[config.mk]
export PLATFORM = sky130hd
export DESIGN_NAME = i2c_dbg_slave
export DESIGN_NICKNAME = d
export VERILOG_FILES = /design/src/rtl/i2c_dbg_slave.sv
export SDC_FILE = /design/constraint.sdc
export NUM_CORES = 1
export LEC_CHECK = 0
export CELL_PAD_IN_SITES_DETAIL_PLACEMENT = 1
export CELL_PAD_IN_SITES_GLOBAL_PLACEMENT = 1
export CORE_ASPECT_RATIO = 0.6
export CORE_MARGIN = 1.5
export CORE_UTILIZATION = 45
export CTS_BUF_LIST = sky130_fd_sc_hd__clkbuf_16
export DETAILED_ROUTE_END_ITERATION = 16
export PLACE_DENSITY_LB_ADDON = 0.1
export SYNTH_ARGS = -nofsm -noshare
export SYNTH_HDL_FRONTEND = slang
export SYNTH_SLANG_ARGS = --single-unit
[constraint.sdc]
create_clock -name clk -period 2.8 [get_ports clk]
set_input_delay 0.42 -clock clk [delete_from_list [all_inputs] [get_ports clk]]
set_output_delay 0.42 -clock clk [all_outputs]
set_load 0.03 [all_outputs]
[src/rtl/i2c_dbg_slave.sv]
// I2C target that turns cmd/data frames into openMSP430 debug-register reads and writes.
// Optional build macro I2C_DBG_GLITCH_FILTER_EN adds a 3-sample majority filter on SCL/SDA.
module i2c_dbg_slave #(
    parameter logic [6:0] pCORE_ADDR  = 7'h51,
    parameter logic [6:0] pBCAST_ADDR = 7'h50
) (
    input  logic        clk,
    input  logic        reset_n,
    input  logic        scl_i,
    input  logic        sda_i,
    output logic        sda_oe,
    output logic [5:0]  dbg_addr,
    output logic [15:0] dbg_din,
    output logic        dbg_bw,
    output logic        dbg_wr,
    output logic        dbg_rd,
    input  logic [15:0] dbg_dout,
    output logic        busy
);

    typedef enum logic [3:0] {
        IDLE, ADDR, ADDR_ACK, CMD, CMD_ACK, WDATA, WDATA_ACK, RDATA, RDATA_ACK, IGNORE
    } state_t;

    // Front end: synchronisers, optional filter, edge history. Idle bus level is high.
    logic [1:0] scl_sync_q, scl_sync_d, sda_sync_q, sda_sync_d;
    logic       scl_prev_q, scl_prev_d, sda_prev_q, sda_prev_d;
    logic       scl_cur, sda_cur;
`ifdef I2C_DBG_GLITCH_FILTER_EN
    logic [2:0] scl_hist_q, scl_hist_d, sda_hist_q, sda_hist_d;
`endif

    always_comb begin
        scl_sync_d = {scl_sync_q[0], scl_i};
        sda_sync_d = {sda_sync_q[0], sda_i};
`ifdef I2C_DBG_GLITCH_FILTER_EN
        scl_hist_d = {scl_hist_q[1:0], scl_sync_q[1]};
        sda_hist_d = {sda_hist_q[1:0], sda_sync_q[1]};
        scl_cur = (scl_hist_q[0] & scl_hist_q[1]) | (scl_hist_q[0] & scl_hist_q[2]) |
                  (scl_hist_q[1] & scl_hist_q[2]);
        sda_cur = (sda_hist_q[0] & sda_hist_q[1]) | (sda_hist_q[0] & sda_hist_q[2]) |
                  (sda_hist_q[1] & sda_hist_q[2]);
`else
        scl_cur = scl_sync_q[1];
        sda_cur = sda_sync_q[1];
`endif
        scl_prev_d = scl_cur;
        sda_prev_d = sda_cur;
    end

    always_ff @(posedge clk or negedge reset_n) begin
        if (!reset_n) begin
            scl_sync_q <= 2'b11;
            sda_sync_q <= 2'b11;
            scl_prev_q <= 1'b1;
            sda_prev_q <= 1'b1;
`ifdef I2C_DBG_GLITCH_FILTER_EN
            scl_hist_q <= 3'b111;
            sda_hist_q <= 3'b111;
`endif
        end else begin
            scl_sync_q <= scl_sync_d;
            sda_sync_q <= sda_sync_d;
            scl_prev_q <= scl_prev_d;
            sda_prev_q <= sda_prev_d;
`ifdef I2C_DBG_GLITCH_FILTER_EN
            scl_hist_q <= scl_hist_d;
            sda_hist_q <= sda_hist_d;
`endif
        end
    end

    logic scl_rise, scl_fall, start_det, stop_det;
    assign scl_rise  = scl_cur & ~scl_prev_q;
    assign scl_fall  = ~scl_cur & scl_prev_q;
    assign start_det = scl_cur & scl_prev_q & sda_prev_q & ~sda_cur;
    assign stop_det  = scl_cur & scl_prev_q & ~sda_prev_q & sda_cur;

    state_t      state_q, state_d;
    logic [3:0]  bit_cnt_q, bit_cnt_d;
    logic [7:0]  shift_q, shift_d;
    logic [15:0] rdata_q, rdata_d;
    logic        rd_pend_q, rd_pend_d;
    logic [1:0]  byte_idx_q, byte_idx_d;
    logic        rw_q, rw_d;
    logic        wr_flag_q, wr_flag_d;
    logic        cmd_valid_q, cmd_valid_d;
    logic        mack_q, mack_d;
    logic        sda_oe_q, sda_oe_d;
    logic [5:0]  dbg_addr_q, dbg_addr_d;
    logic [15:0] dbg_din_q, dbg_din_d;
    logic        dbg_bw_q, dbg_bw_d;
    logic        dbg_wr_q, dbg_wr_d;
    logic        dbg_rd_q, dbg_rd_d;
    logic        busy_q, busy_d;

    logic [7:0] cur_byte;
    logic       addr_ok, last_byte;

    assign cur_byte  = byte_idx_q[0] ? rdata_q[15:8] : rdata_q[7:0];
    // Broadcast is write-only; a read needs a cmd frame latched since the last STOP.
    assign addr_ok   = ((shift_q[7:1] == pCORE_ADDR) && (!shift_q[0] || cmd_valid_q)) ||
                       ((shift_q[7:1] == pBCAST_ADDR) && !shift_q[0]);
    assign last_byte = dbg_bw_q ? (byte_idx_q == 2'd0) : (byte_idx_q == 2'd1);

    always_comb begin
        state_d     = state_q;
        bit_cnt_d   = bit_cnt_q;
        shift_d     = shift_q;
        rdata_d     = rdata_q;
        rd_pend_d   = dbg_rd_q;
        byte_idx_d  = byte_idx_q;
        rw_d        = rw_q;
        wr_flag_d   = wr_flag_q;
        cmd_valid_d = cmd_valid_q;
        mack_d      = mack_q;
        sda_oe_d    = sda_oe_q;
        dbg_addr_d  = dbg_addr_q;
        dbg_din_d   = dbg_din_q;
        dbg_bw_d    = dbg_bw_q;
        dbg_wr_d    = 1'b0;
        dbg_rd_d    = 1'b0;
        busy_d      = busy_q;

        if (rd_pend_q) rdata_d = dbg_dout;

        if (stop_det) begin
            state_d     = IDLE;
            sda_oe_d    = 1'b0;
            busy_d      = 1'b0;
            cmd_valid_d = 1'b0;
        end else if (start_det) begin
            state_d   = ADDR;
            bit_cnt_d = 4'd0;
            sda_oe_d  = 1'b0;
            busy_d    = 1'b1;
        end else begin
            if (scl_rise && (state_q inside {ADDR, CMD, WDATA, RDATA})) begin
                shift_d   = {shift_q[6:0], sda_cur};
                bit_cnt_d = bit_cnt_q + 4'd1;
            end
            if (scl_rise && state_q == RDATA_ACK) mack_d = ~sda_cur;

            // All SDA drive changes happen on the SCL fall, so SDA is stable while SCL is high.
            if (scl_fall) begin
                case (state_q)
                    ADDR: if (bit_cnt_q == 4'd8) begin
                        bit_cnt_d = 4'd0;
                        rw_d      = shift_q[0];
                        if (addr_ok) begin
                            state_d  = ADDR_ACK;
                            sda_oe_d = 1'b1;
                            dbg_rd_d = shift_q[0];
                        end else begin
                            state_d = IGNORE;
                            busy_d  = 1'b0;
                        end
                    end
                    ADDR_ACK: begin
                        bit_cnt_d = 4'd0;
                        if (rw_q) begin
                            state_d    = RDATA;
                            byte_idx_d = 2'd0;
                            sda_oe_d   = ~rdata_q[7];
                        end else begin
                            state_d  = CMD;
                            sda_oe_d = 1'b0;
                        end
                    end
                    CMD: if (bit_cnt_q == 4'd8) begin
                        bit_cnt_d   = 4'd0;
                        dbg_addr_d  = shift_q[5:0];
                        dbg_bw_d    = shift_q[6];
                        wr_flag_d   = shift_q[7];
                        cmd_valid_d = 1'b1;
                        sda_oe_d    = 1'b1;
                        state_d     = CMD_ACK;
                    end
                    CMD_ACK: begin
                        sda_oe_d   = 1'b0;
                        byte_idx_d = 2'd0;
                        state_d    = wr_flag_q ? WDATA : IGNORE;
                    end
                    WDATA: if (bit_cnt_q == 4'd8) begin
                        bit_cnt_d = 4'd0;
                        if (byte_idx_q == 2'd0) begin
                            dbg_din_d = {8'h00, shift_q};
                            sda_oe_d  = 1'b1;
                            state_d   = WDATA_ACK;
                        end else if (byte_idx_q == 2'd1 && !dbg_bw_q) begin
                            dbg_din_d[15:8] = shift_q;
                            sda_oe_d        = 1'b1;
                            state_d         = WDATA_ACK;
                        end else begin
                            state_d = IGNORE;
                            busy_d  = 1'b0;
                        end
                    end
                    WDATA_ACK: begin
                        sda_oe_d   = 1'b0;
                        state_d    = WDATA;
                        byte_idx_d = byte_idx_q + 2'd1;
                        dbg_wr_d   = last_byte;
                    end
                    RDATA: if (bit_cnt_q == 4'd8) begin
                        bit_cnt_d = 4'd0;
                        sda_oe_d  = 1'b0;
                        state_d   = RDATA_ACK;
                    end else begin
                        sda_oe_d = ~cur_byte[3'd7 - bit_cnt_q[2:0]];
                    end
                    RDATA_ACK: if (mack_q && !dbg_bw_q && byte_idx_q == 2'd0) begin
                        byte_idx_d = 2'd1;
                        bit_cnt_d  = 4'd0;
                        sda_oe_d   = ~rdata_q[15];
                        state_d    = RDATA;
                    end else begin
                        sda_oe_d = 1'b0;
                        state_d  = IGNORE;
                    end
                    default: ;
                endcase
            end
        end
    end

    always_ff @(posedge clk or negedge reset_n) begin
        if (!reset_n) begin
            state_q     <= IDLE;
            bit_cnt_q   <= 4'd0;
            shift_q     <= 8'h00;
            rdata_q     <= 16'h0000;
            rd_pend_q   <= 1'b0;
            byte_idx_q  <= 2'd0;
            rw_q        <= 1'b0;
            wr_flag_q   <= 1'b0;
            cmd_valid_q <= 1'b0;
            mack_q      <= 1'b0;
            sda_oe_q    <= 1'b0;
            dbg_addr_q  <= 6'h00;
            dbg_din_q   <= 16'h0000;
            dbg_bw_q    <= 1'b0;
            dbg_wr_q    <= 1'b0;
            dbg_rd_q    <= 1'b0;
            busy_q      <= 1'b0;
        end else begin
            state_q     <= state_d;
            bit_cnt_q   <= bit_cnt_d;
            shift_q     <= shift_d;
            rdata_q     <= rdata_d;
            rd_pend_q   <= rd_pend_d;
            byte_idx_q  <= byte_idx_d;
            rw_q        <= rw_d;
            wr_flag_q   <= wr_flag_d;
            cmd_valid_q <= cmd_valid_d;
            mack_q      <= mack_d;
            sda_oe_q    <= sda_oe_d;
            dbg_addr_q  <= dbg_addr_d;
            dbg_din_q   <= dbg_din_d;
            dbg_bw_q    <= dbg_bw_d;
            dbg_wr_q    <= dbg_wr_d;
            dbg_rd_q    <= dbg_rd_d;
            busy_q      <= busy_d;
        end
    end

    assign sda_oe   = sda_oe_q;
    assign dbg_addr = dbg_addr_q;
    assign dbg_din  = dbg_din_q;
    assign dbg_bw   = dbg_bw_q;
    assign dbg_wr   = dbg_wr_q;
    assign dbg_rd   = dbg_rd_q;
    assign busy     = busy_q;

endmodule

## After elaboration in Yosys (flattened, before gate mapping)

Index checks and enable logic that the tools add are counted.

- $add $sub $neg: 3
- $lt $le $gt $ge: 1
- Eq/ne operators: 24
- Muxes and demuxes: 65
- Bitwise logic cells: 16
- Reduce and logical (&&, ||, !) cells: 35

Operator list:

| kind | number |
|---|---|
| 2-to-1 mux 4 bit | 17 |
| 2-to-1 mux 1 bit | 36 |
| one-hot mux 4 bit (8 select lines) | 1 |
| 2-to-1 mux 8 bit | 3 |
| AND reduction 6 bit | 4 |
| equality test 4 x 3 -> 1 bit (second input constant) | 4 |
| inequality test 4 x 3 -> 1 bit (second input constant) | 4 |
| inequality test 4 bit (second input constant) | 4 |
| equality test 7 bit (second input constant) | 2 |
| AND reduction 7 bit | 2 |
| one-hot mux 4 bit (3 select lines) | 1 |
| nonzero test 4 bit | 3 |
| AND reduction 5 bit | 2 |
| nonzero test 10 bit | 1 |
| NOT 1 bit | 9 |
| nonzero test 9 bit | 1 |
| equality test 4 x 2 -> 1 bit (second input constant) | 2 |
| equality test 4 bit (second input constant) | 2 |
| one-hot mux 2 bit (4 select lines) | 1 |
| nonzero test 2 bit | 4 |
| bitwise AND 1 bit | 7 |
| logical AND 1 bit | 7 |
| one-hot mux 1 bit (7 select lines) | 1 |
| AND reduction 3 bit | 2 |
| 20 further kinds | 24 |

- Bits in registers: 72
- Bits of input ports: 20

## Depth between registers and ports, before layout

- Depth in word-level cells: 10
- Depth in mapped cells: 9
- Gate-level depth less buffers: 7

## Worst setup path before layout

No wires, ideal clock.

- Path kind: flip-flop to flip-flop
- From: register byte_idx_q[0]
- To: register byte_idx_q[0]
- Setup time: 0.125 ns
- Arrival time: 1.729 ns
- Data required time: 2.675 ns
- Slack: 0.946 ns
- Cell stages (with the launch flop): 7
- Path buffers: 0
- Path through: dfrtp_1 inv_1 ha_1 nand3b_1 a41o_1 nor3_1 mux2_2

- Longest elaborated chain between the ends: 4
- Elaborated cells on any way between the ends: 6
- Those cells by class: 1 x add/sub; 1 x eq/ne; 1 x mux; 3 x reduce/logical

Ends and longest elaborated chain:

| what | line | source |
|---|---|---|
| start: declaration | 84 | `logic [1:0] byte_idx_q, byte_idx_d;` |
| start signal: assignment | 252 | `byte_idx_q <= byte_idx_d;` |
| zero test 2 bit | 212 | `RDATA_ACK: if (mack_q && !dbg_bw_q && byte_idx_q == 2'd0) begin` |
| logical AND 1 bit | 212 |  |
| inequality test 2 x 1 -> 1 bit (no line) | - |  |
| AND reduction 6 bit (no line) | - |  |

Several ways; a longest one is shown, not always the timed one.
A chain may end at the register's enable or synchronous reset.

## Final worst setup path

Same ends and word-level chain as after synthesis.

==> run metrics <==
first-pass GRT wire length 14.7 mm; critical path class reg2reg; Slew Limit Fails 0; Syn Std Cell Area 3430 sq um; dpl hpwl 6.38 mm; Hold WC Path Type in2async; area delta synth->final 24.1%; Ys Warns 0; Core Area 7330 sq um; Die X 116 um; TritonRoute pass-1 iters 4; DR WL/cell ~19 um; antenna violations before repair 0; antenna-violating nets left 0; setup TNS 0 ns; Post-CTS Resized 0; Nets 376; Worst-path clk slew 0.05 ns; Cell Pwr Density 613 nW/um^2; flops & latches, synth 72; Top Ports 47; Async SR Flop Fraction 100%; H-tree Lvls 3; FMAX 0.423 GHz; Lkg Pwr 1.85 nW; RSZ-0062 raised after global routing false; Final Critical Period 2.36 ns; syn_area_per_cell 11.2 sq um; CP Capture Type flop; maximum fanout along the worst path 13; worst vdd ir about 0.40 mV; gr ovfl total 0; largest net degree at the start of global routing between 40 and 50; Initial Util 46.8%; r2r setup slk 0.44 ns; sequential area share after synthesis between 50 and 60%; Die H approximately 71 um; clock buffers created by TritonCTS 9; post-route clock skew 0.00604 ns; Post-synth EDFFs 0; leading register cell type out of synthesis dfrtp_1; slew margin rel. 51.7%; Final period util 84.5%; via count 2581; fraction of final layout cells with drive strength greater than 1 between 20% and 30%; top post-synthesis cells by area dfrtp_1 48%, mux2_2 11%, nand2_1 5.0%, dfstp_2 4.6%, o21ai_0 2.8%; root buffer cell clkbuf_16; RR Endpoint byte_idx_q[0]$_DFFE_PN0P_; row count 24; Post-route DRC 0; die area 8160 sq um; critical path startpoint category flop; Worst Max-Slew Pin Slew roughly 0.72 ns; CTS tree done; Multi-input gate area about 1500 sq um; Post-Synthesis Cells approximately 310; Antenna Cells 0; clk sinks 72; reg2reg path depth 6; Setup Viol. Count Final 0; post-CTS setup buffer count 0; Max clock buf depth 2; GPL Wtd Cong 0.850; Worst Path Arrival 2.58 ns; port buffer count between 40 and 50; number of global-route vias before repair 2743; final hold vios 0; DRT Wirelength between 8 and 9 mm; status finished clean; WHS 0.144 ns; Yosys top cell by area dfrtp_1; Netlist cell types 54; number of vias per cell 5.60; Max Cap Viol 0; FF-to-FF Start byte_idx_q[0]$_DFFE_PN0P_; WP data required 3.01 ns; Post-Syn Nets 331; hold_buf cts 0; gr usage total 24.2%; # fillers 800; top cell type's share of synthesized area 48.2%; Seq. cell area 1810 sq um; Iteration-0 DRC Markers around 130; overall power around 2.6 mW; Skew-Pair Late Insertion Delay 0.33 ns
-- layer usage --
layer | global-route usage, % | wire length, um | up-vias
li1 | - | - | 1188
met4 | 5.28 | 70 | 0
met1 | 37.1 | 4410 | 1306
met2 | 33.9 | 3710 | 79
met5 | 0 | 0 | -
met3 | 7.37 | 540 | 8
-- flip-flops by register name, indices dropped and copies added (netlist names), 2 cells and up --
name,flops
state_q,4
sda_sync_q,2
scl_sync_q,2
byte_idx_q,2
dbg_addr,6
rdata_q,16
bit_cnt_q,4
shift_q,8
dbg_din,16
-- stage by stage --
stage,setup WS (ns),instances,utilization (%),instance area [sq um]
2_1_floorplan,0.946,307,-,3430
3_3_place_gp,0.625,445,54.3,3980
3_5_place_dp,0.526,445,54.3,3980
4_1_cts,0.480,461,58.0,4250
5_1_grt,0.299,461,58.0,4250
6_report,0.435,461,58.0,4250
-- layout by cell type, fill, tap and decap left out, drive strengths merged, types with 2 or more instances in the layout --
cell type       n
nand2b         14
o22a            2
dfstp           6
mux4            4
o21ai          19
o31ai           3
inv             9
nor3            8
o21a            2
a211oi          2
a31o            4
nor4            3
and3            2
nand2          47
clkbuf          9
buf             4
mux2           34
ha              4
mux2i           2
dfrtp          66
clkdlybuf4s50  45
clkinv          4
a21oi          15
nor2            7
nand4bb         2
nor2b           6
nand3           7
or2             2
nand3b          2
o22ai           2
-- cells by family after synthesis --
family          after synthesis  share of synthesized area (%)
fa+ha+maj                     4                           1.46
flops                        72                           52.8
compound gates               58                           11.4
mux                          40                           14.4
simple gates                110                           16.9
xor+xnor                      1                          0.256
buf+inv                      22                           2.70
-- layout make-up --
class,count,area share [%]
Sequential cell,72,42.5
Multi-Input combinational cell,213,35.8
Timing Repair Buffer,49,11.5
Clock buffer,9,5.30
Tap cell,104,3.06
Clock inverter,7,1.12
Inverter,7,0.618
-- report_power, final --
part           total, mW  internal [mW]  switching, mW
registers           1.31           1.12          0.190
clock network       1.03          0.598          0.430
logic              0.271          0.136          0.135
-- critical path, cell delays in order, from the launching register on --
cell      delay (ns)
dfrtp_1         0.46
inv_1           0.12
ha_1            0.36
nand3b_1        0.25
a41o_1          0.33
nor3_1          0.35
mux2_2          0.38
-- worst max-delay path by stage --
stage / from / end / cells after the start
global route: byte_idx_q[0]$_DFFE_PN0P_ / byte_idx_q[0]$_DFFE_PN0P_ / 6
finish: byte_idx_q[0]$_DFFE_PN0P_ / byte_idx_q[0]$_DFFE_PN0P_ / 6
CTS: byte_idx_q[0]$_DFFE_PN0P_ / byte_idx_q[0]$_DFFE_PN0P_ / 6
floorplan: byte_idx_q[0]$_DFFE_PN0P_ / byte_idx_q[0]$_DFFE_PN0P_ / 6
detailed placement: byte_idx_q[0]$_DFFE_PN0P_ / byte_idx_q[0]$_DFFE_PN0P_ / 6
global placement: byte_idx_q[0]$_DFFE_PN0P_ / byte_idx_q[0]$_DFFE_PN0P_ / 6
-- cells in the mapped netlist (2+ instances only) --
master	number
a211oi_1	2
and3_1	2
dfrtp_1	66
dfstp_2	6
mux2_2	34
inv_1	7
nand4bb_1	2
or2_2	2
ha_1	4
nor4_1	3
clkbuf_1	7
o31ai_1	3
nor2b_1	6
a21oi_1	15
o21a_1	2
a31o_2	4
mux4_2	4
buf_1	2
o21ai_0	19
nor2_1	7
nand2b_1	13
nor3_1	8
o22a_1	2
nand3b_1	2
nand3_1	6
buf_2	5
mux2i_1	2
nand2_1	46
Note: power is estimated with default switching activity, not from simulation.
